`src/rtl/riscv_ctrl_pkg.sv`:
```
// Shared encodings for the multicycle RV32I control path.
// Latency: n/a (types and constants only).
// Backpressure: n/a.
// Contents: FSM state enum, opcode constants, aluop and alucontrol codes,
// immediate-format select codes.
package riscv_ctrl_pkg;

  // Main control FSM states (4-bit encoding).
  typedef enum logic [3:0] {
    S_FETCH    = 4'd0,
    S_DECODE   = 4'd1,
    S_MEMADR   = 4'd2,
    S_MEMREAD  = 4'd3,
    S_MEMWB    = 4'd4,
    S_MEMWRITE = 4'd5,
    S_EXECR    = 4'd6,
    S_EXECI    = 4'd7,
    S_JAL      = 4'd8,
    S_ALUWB    = 4'd9,
    S_BEQ      = 4'd10
  } state_t;

  // Opcodes of the supported subset.
  localparam logic [6:0] OP_LW  = 7'b0000011;
  localparam logic [6:0] OP_SW  = 7'b0100011;
  localparam logic [6:0] OP_R   = 7'b0110011;
  localparam logic [6:0] OP_I   = 7'b0010011;
  localparam logic [6:0] OP_BEQ = 7'b1100011;
  localparam logic [6:0] OP_JAL = 7'b1101111;

  // aluop: what the FSM asks of the ALU decoder.
  localparam logic [1:0] ALUOP_ADD   = 2'b00;
  localparam logic [1:0] ALUOP_SUB   = 2'b01;
  localparam logic [1:0] ALUOP_FUNCT = 2'b10;

  // alucontrol codes seen by the ALU.
  localparam logic [2:0] ALU_ADD = 3'b000;
  localparam logic [2:0] ALU_SUB = 3'b001;
  localparam logic [2:0] ALU_AND = 3'b010;
  localparam logic [2:0] ALU_OR  = 3'b011;

  // Immediate format selects.
  localparam logic [1:0] IMM_I = 2'b00;
  localparam logic [1:0] IMM_S = 2'b01;
  localparam logic [1:0] IMM_B = 2'b10;
  localparam logic [1:0] IMM_J = 2'b11;

endpackage

```
`src/rtl/alu_decoder.sv`:
```
// ALU operation decoder: maps aluop plus instruction fields to alucontrol.
// Latency: purely combinational, zero cycles.
// Backpressure: none.
// Ports: aluop (from FSM), op5 (instr[5], separates R-type from I-type),
//        funct3, funct7b5 -> alucontrol.
module alu_decoder
  import riscv_ctrl_pkg::*;
(
  input  logic [1:0] aluop,
  input  logic       op5,
  input  logic [2:0] funct3,
  input  logic       funct7b5,
  output logic [2:0] alucontrol
);

  always_comb begin
    alucontrol = ALU_ADD;
    unique case (aluop)
      ALUOP_ADD: alucontrol = ALU_ADD;
      ALUOP_SUB: alucontrol = ALU_SUB;
      ALUOP_FUNCT: begin
        unique case (funct3)
          // instr[30] is part of the immediate for addi, so only an
          // R-type (op5=1) with funct7b5 set is a subtract.
          3'b000:  alucontrol = (op5 && funct7b5) ? ALU_SUB : ALU_ADD;
          3'b110:  alucontrol = ALU_OR;
          3'b111:  alucontrol = ALU_AND;
          default: alucontrol = ALU_ADD;
        endcase
      end
      default: alucontrol = ALU_ADD;
    endcase
  end

endmodule

```
`src/rtl/multicycle_controller.sv`:
```
// Main control FSM + ALU decode for the multicycle RV32I core.
// Latency: lw 5 cycles, sw/R/I/jal 4, beq 3, unknown opcode 2.
// Backpressure: none; the FSM advances every cycle unless reset is high.
// Ports: clk, reset (sync, active-high); op/funct3/funct7b5 from the IR;
//        zero from the ALU; outputs are datapath selects, write enables,
//        immsrc and alucontrol.
module multicycle_controller
  import riscv_ctrl_pkg::*;
(
  input  logic       clk,
  input  logic       reset,
  input  logic [6:0] op,
  input  logic [2:0] funct3,
  input  logic       funct7b5,
  input  logic       zero,
  output logic       pcwrite,
  output logic       adrsrc,
  output logic       memwrite,
  output logic       irwrite,
  output logic [1:0] resultsrc,
  output logic [1:0] alusrca,
  output logic [1:0] alusrcb,
  output logic       regwrite,
  output logic [1:0] immsrc,
  output logic [2:0] alucontrol
);

  state_t     state_q;
  state_t     state_d;
  logic       pcupdate;
  logic       branch;
  logic       memwrite_s;
  logic       irwrite_s;
  logic       regwrite_s;
  logic [1:0] aluop;

  always_ff @(posedge clk) begin
    if (reset) state_q <= S_FETCH;
    else       state_q <= state_d;
  end

  always_comb begin
    state_d    = S_FETCH;
    pcupdate   = 1'b0;
    branch     = 1'b0;
    adrsrc     = 1'b0;
    memwrite_s = 1'b0;
    irwrite_s  = 1'b0;
    regwrite_s = 1'b0;
    resultsrc  = 2'b00;
    alusrca    = 2'b00;
    alusrcb    = 2'b00;
    aluop      = ALUOP_ADD;
    unique case (state_q)
      S_FETCH: begin
        irwrite_s = 1'b1;
        alusrcb   = 2'b10;
        resultsrc = 2'b10;
        pcupdate  = 1'b1;
        state_d   = S_DECODE;
      end
      S_DECODE: begin
        // Precompute the branch target into ALUOut while decoding.
        alusrca = 2'b01;
        alusrcb = 2'b01;
        unique case (op)
          OP_LW, OP_SW: state_d = S_MEMADR;
          OP_R:         state_d = S_EXECR;
          OP_I:         state_d = S_EXECI;
          OP_JAL:       state_d = S_JAL;
          OP_BEQ:       state_d = S_BEQ;
          default:      state_d = S_FETCH;
        endcase
      end
      S_MEMADR: begin
        alusrca = 2'b10;
        alusrcb = 2'b01;
        state_d = (op == OP_LW) ? S_MEMREAD : S_MEMWRITE;
      end
      S_MEMREAD: begin
        adrsrc  = 1'b1;
        state_d = S_MEMWB;
      end
      S_MEMWB: begin
        resultsrc  = 2'b01;
        regwrite_s = 1'b1;
      end
      S_MEMWRITE: begin
        adrsrc     = 1'b1;
        memwrite_s = 1'b1;
      end
      S_EXECR: begin
        alusrca = 2'b10;
        aluop   = ALUOP_FUNCT;
        state_d = S_ALUWB;
      end
      S_EXECI: begin
        alusrca = 2'b10;
        alusrcb = 2'b01;
        aluop   = ALUOP_FUNCT;
        state_d = S_ALUWB;
      end
      S_JAL: begin
        // PC <- target held in ALUOut; ALU forms oldPC+4 for the link.
        alusrca  = 2'b01;
        alusrcb  = 2'b10;
        pcupdate = 1'b1;
        state_d  = S_ALUWB;
      end
      S_ALUWB: begin
        regwrite_s = 1'b1;
      end
      S_BEQ: begin
        alusrca = 2'b10;
        aluop   = ALUOP_SUB;
        branch  = 1'b1;
      end
      default: state_d = S_FETCH;
    endcase
  end

  // Architectural writes are suppressed while reset is held so an
  // abandoned instruction never commits.
  assign pcwrite  = ~reset & (pcupdate | (branch & zero));
  assign irwrite  = ~reset & irwrite_s;
  assign regwrite = ~reset & regwrite_s;
  assign memwrite = ~reset & memwrite_s;

  always_comb begin
    immsrc = IMM_I;
    unique case (op)
      OP_SW:   immsrc = IMM_S;
      OP_BEQ:  immsrc = IMM_B;
      OP_JAL:  immsrc = IMM_J;
      default: immsrc = IMM_I;
    endcase
  end

  alu_decoder u_alu_decoder (
    .aluop      (aluop),
    .op5        (op[5]),
    .funct3     (funct3),
    .funct7b5   (funct7b5),
    .alucontrol (alucontrol)
  );

endmodule
```
`config.mk`:
```
export PLATFORM = sky130hd
export DESIGN_NAME = multicycle_controller
export DESIGN_NICKNAME = d
export VERILOG_FILES = /design/src/rtl/riscv_ctrl_pkg.sv /design/src/rtl/alu_decoder.sv /design/src/rtl/multicycle_controller.sv
export SDC_FILE = /design/constraint.sdc
export NUM_CORES = 1
export LEC_CHECK = 0
export ABC_AREA = 1
export CAP_MARGIN = 20
export CORE_MARGIN = 8
export CORE_UTILIZATION = 37
export DETAILED_ROUTE_END_ITERATION = 12
export GPL_ROUTABILITY_DRIVEN = 0
export GPL_TIMING_DRIVEN = 0
export PLACE_DENSITY = 0.77
export SLEW_MARGIN = 40
export SYNTH_ARGS = -nofsm -noshare
export SYNTH_HDL_FRONTEND = slang
export SYNTH_SLANG_ARGS = --single-unit
```
`constraint.sdc`:
```
create_clock -name clk -period 2.5 [get_ports clk]
set_clock_uncertainty 0.05 [all_clocks]
set_input_delay 0.75 -clock clk [delete_from_list [all_inputs] [get_ports clk]]
set_output_delay 0.75 -clock clk [all_outputs]
set_load 0.02 [all_outputs]
```
# After elaboration in Yosys (flattened, before gate mapping)
# Cells that the tools add are included.
# word_totals
regBits	4
output_inout_bits	16
word_cells	57
# classes
n_eq_ne	20
n_mux	17
n_bitwise	7
reduce_logical	12
# ops
op	count
case mux 4 bit (5 select lines)	2
== test 4 x 3 -> 1 bit, second input constant	4
case mux 2 bit (2 select lines)	4
== test 7 x 6 -> 1 bit, second input constant	2
== test 7 bit, second input constant	2
== test 4 bit, second input constant	3
OR reduction 2 bit	6
case mux 3 bit (3 select lines)	1
== test 4 x 2 -> 1 bit, second input constant	2
== test 7 x 2 -> 1 bit, second input constant	1
== test 7 x 5 -> 1 bit, second input constant	1
2-to-1 mux 1 bit	7
== test 3 bit, second input constant	2
case mux 2 bit (3 select lines)	1
case mux 3 bit (2 select lines)	1
OR reduction 3 bit	2
bitwise AND 1 bit	5
== test 4 x 1 -> 1 bit, second input constant	1
logical NOT 4 bit	1
OR reduction 4 bit	1
logical NOT 3 bit	1
2-to-1 mux 3 bit	1
== test 2 x 1 -> 1 bit, second input constant	1
== test 2 bit, second input constant	1
3 further kinds	3

# Depth between registers and ports, before layout
# depth
depth_word	5
mapped_depth	10

# Modules after synthesis
# Synthesis repeated with hierarchy kept, for this count alone.
# hier_totals
cells_unflattened	101
area_unflattened_um2	518.0
# by_module_without_submodules
module	n_inst	cells_per_inst	area_per_inst_um2	seq_area_each_um2
multicycle_controller	1	82	419.2	80.1
alu_decoder	1	19	98.8	0.0

# Least setup slack after synthesis
# Ideal clock, no wire load.
# synth_path
path_kind	register to output
start	reg state_q[1]
end	out alucontrol[1]
arrival_time_ps	1594
t_required_ps	1700
setup_slack_ps	106
stages_incl_launch_ff	8
cell_sequence	dfxtp_1 > inv_2 > nor2_2 > inv_2 > nor2_4 > inv_1 > ha_1 > nor3_1
# synth_between
elab_chain_len	5
word_cells_on_any_way	8
classes_between	eq/ne: 5; mux: 2; reduce/logical: 1
# synth_rtl
element	line	rtl
from (decl)	multicycle_controller.sv:28	state_t state_q;
from (signal assigned)	multicycle_controller.sv:39	else state_q <= state_d;
== test 4 x 3 -> 1 bit	multicycle_controller.sv:54	unique case (state_q)
OR reduction 2 bit (no source line)	-	
case mux 2 bit (2 select lines) *	multicycle_controller.sv:54	
== test 2 bit / == test 2 x 1 -> 1 bit (equally long branches)	alu_decoder.sv:18	unique case (aluop)
case mux 3 bit (2 select lines) *	alu_decoder.sv:18	
to (decl)	multicycle_controller.sv:25	output logic [2:0] alucontrol
# Mark *: on every way between the ends. The rest lies on a longest branch, timed or not.

# Final worst setup path
# layout_path
start	in op[4]
end	out immsrc[0]
# layout_between
elab_chain_len	2
word_cells_on_any_way	4
classes_between	eq/ne: 3; mux: 1
# layout_rtl
element	line	rtl
from (decl)	multicycle_controller.sv:12	input logic [6:0] op,
== test 7 bit / == test 7 x 6 -> 1 bit (equally long branches)	multicycle_controller.sv:131	unique case (op)
case mux 2 bit (3 select lines) *	multicycle_controller.sv:131	
to (decl)	multicycle_controller.sv:24	output logic [1:0] immsrc,
# Marked as above.

==> results.py <==
metrics = {
    "worst_setup_path": {
        "cp_cell_sequence": "dlygate4sd2_1 > inv_2 > nand2_2 > nor2_2 > nand2_1 > o31ai_2 > buf_4",
        "worstRegToRegCells": 7,
        "crit_arrival_ns": 1.61,
        "crit_fanout": 3,
        "cp_num_buf_inv": 3,
        "crit_path_start_kind": "primary input",
        "startpoint": "op[4]",
        "r2r_slack_ns": 1.38,
        "critPathTopFamily": "buffers and inverters",
        "required_ns": 1.70,
        "crit_path_end": "immsrc[0]",
        "reg2reg_to": "state_q[1]$_SDFF_PP0_",
        "path_class": "primary input to primary output",
        "cp_slowest_cell": "dlygate4sd2_1",
        "cp.depth": 7,
        "critical-path-max-stage-delay_ns": 0.24,
        "cp-end-kind": "primary output",
        "r2r_start": "state_q[3]$_SDFF_PP0_",
    },
    "timing": {
        "setup_viol": 0,
        "finalHoldViolCount": 0,
        "period_needed_ns": 2.41,
        "max_freq_mhz": 415,
        "tns_ns": 0,
        "final-max-slew-violation-count": 0,
        "rsz0062_at_grt": "false",
        "finalCritPeriodShare_pct": 96.4,
    },
    "cts": {
        "cts.path.max_buffers": 2,
        "cts_buffers": 3,
        "h-tree-depth": 1,
        "cts-root-buf": "clkbuf_4",
        "cts_tree": "done",
        "cts_sinks": 4,
        "clk-insertion-delay-late_ns": 0.23,
        "clk_pin_slew_ns": 0.03,
    },
    "route": {
        "vias": 735,
        "wl_per_cell_um": 10.6,
        "routed_wl_mm": 1.67,
        "drc": 0,
        "dr.pass1.iters": 4,
        "drtAntennaViolNets": 0,
        "drtIter0Drc": 14,
        "vias_per_cell": 4.68,
    },
    "cells_and_area": {
        "final-seq-area_um2": 87.6,
        "stdcell_area_um2": 948,
        "multi_input_area_um2": 415,
        "antenna_cells": 0,
        "final_nets": 159,
        "top_regs": "state_q x4",
        "largest_register_ffs": 4,
        "layout_commonest_cell": "nand2_1",
        "drive_gt1_share_pct": 36.2,
        "area_growth_pct": 71.9,
        "final_cell_mix": "22 x nand2_1, 17 x nor2_1, 13 x inv_1, 12 x dlygate4sd2_1, 11 x inv_2",
        "top_register": "state_q",
        "fill_cells": 145,
    },
    "yosys": {
        "synth_top_area_share_pct": 17.7,
        "syn_nets": 121,
        "synth_top_area_cell": "nand2_1",
        "ys_ff_latch": 4,
        "syn_inst": 105,
        "synth_cell_type_count": 20,
        "synth_area_um2": 552,
        "ys_warn_count": 0,
        "synthTopCellsByArea": "nand2_1 18%, dfxtp_1 15%, nor2_1 14%",
        "seq_area_frac_synth_pct": 14.5,
        "avgSynthCellArea_um2": 5.26,
    },
    "grt": {
        "antenna_found_initial": 0,
        "grt_pass1_vias": 674,
        "grt.overflow.total": 0,
        "grt_pass1_wl_mm": 2.68,
        "grt_max_degree": 8,
        "grt_util_all_layers_pct": 11.8,
    },
    "die": {
        "fp-row-count": 14,
        "ios": 30,
        "core_area_um2": 1450,
        "die_x_um": 54.6,
        "die_y_um": 54.6,
        "initial_core_util_pct": 38.0,
        "design.die.area_um2": 2980,
    },
    "place": {
        "hpwl_mm": 1.36,
        "portBuffers": 28,
        "placedInstanceArea_um2": 852,
    },
    "power": {
        "power.density_nw_per_um2": 246,
        "power_leakage_uw": 0.000548,
        "ir_drop_mv": 0.172,
    },
    "flow_run": {
        "cap_violations": 0,
    },
    "status": {
        "status": "completed",
    },
    "hold_path": {
        "hold_path.class": "register to register",
    },
}
## timing repair
item,CTS,global route
hold endpoints to repair,0,0
pin swaps,7,5
resized for setup,51,17
hold buffers,0,0
setup endpoints to repair,9,7
setup buffers,3,2
## worst reg2reg max path, cell delays in order (launching register included)
cell	delay, ns
dfxtp_2	0.31
inv_2	0.09
nand2_1	0.13
nor2_2	0.19
nand3_1	0.10
nand3_1	0.10
nand2_1	0.05
inv_1	0.04
## per-stage QoR
stage               utilization [%]  worst slack (ns)  power, µW  std cells  hold WS (ns)
global placement               58.6            -0.588        159        149         0.627
CTS                            61.7          -0.00427        239        155         0.612
global route                   65.2           0.00587        251        157         0.668
detailed placement             58.6            -0.630        160        149         0.638
finish                         65.2            0.0904        233        157         0.626
floorplan                         -             0.106        114        105         0.579
## logic make-up after synthesis
group,after synthesis,synth area share [%]
adder cells (fa/ha/maj),2,4.53
buffers and inverters,25,17.7
other,1,0.680
flip-flops,4,14.5
AO/OA/AOI/OAI,8,9.07
AND/OR/NAND/NOR,65,53.5
## layout make-up
cell class,count,share of cell area [%]
buffer,1,0.792
clock buffer,3,2.37
inverter,24,9.50
multi-input combinational,76,43.8
sequential,4,9.23
tap,16,2.11
timing repair buffer,33,32.2
## layer usage
layer | wire, µm | vias up | track usage, %
met4 | 0 | 0 | 8.20
met1 | 641 | 337 | 12.4
met2 | 928 | 13 | 20.9
met3 | 99 | 0 | 1.63
li1 | - | 385 | -
met5 | 0 | - | 0
## cells in the mapped netlist
cell type and number:
a21oi_2 1, nor3_1 2, nand3_2 1, dfxtp_1 4
inv_1 16, nor2_1 20, o21ai_1 1, o31ai_1 1
a31o_1 1, nand2_2 4, nand3_1 6, nand4_1 1
buf_4 1, inv_2 8, nor2_2 3, a21oi_1 4
nor2_4 2, conb_1 1, ha_1 2, nand2_1 26
## power breakdown
part	total, µW	internal [µW]	switching (µW)
clock	77.0	53.5	23.5
combinational	87.4	39.0	48.4
sequential	68.7	65.1	3.55
total	233	158	75.5
## how the worst min path moves through the flow
stage / start / to / depth (start not counted)
5_1_grt: state_q[0]$_SDFF_PP0_ / state_q[3]$_SDFF_PP0_ / 4
3_5_place_dp: state_q[3]$_SDFF_PP0_ / state_q[2]$_SDFF_PP0_ / 5
4_1_cts: state_q[0]$_SDFF_PP0_ / state_q[0]$_SDFF_PP0_ / 3
3_3_place_gp: state_q[0]$_SDFF_PP0_ / state_q[0]$_SDFF_PP0_ / 3
2_1_floorplan: state_q[0]$_SDFF_PP0_ / state_q[3]$_SDFF_PP0_ / 4
6_report: state_q[1]$_SDFF_PP0_ / state_q[2]$_SDFF_PP0_ / 4
No activity file was read; power rests on OpenSTA's default activity.
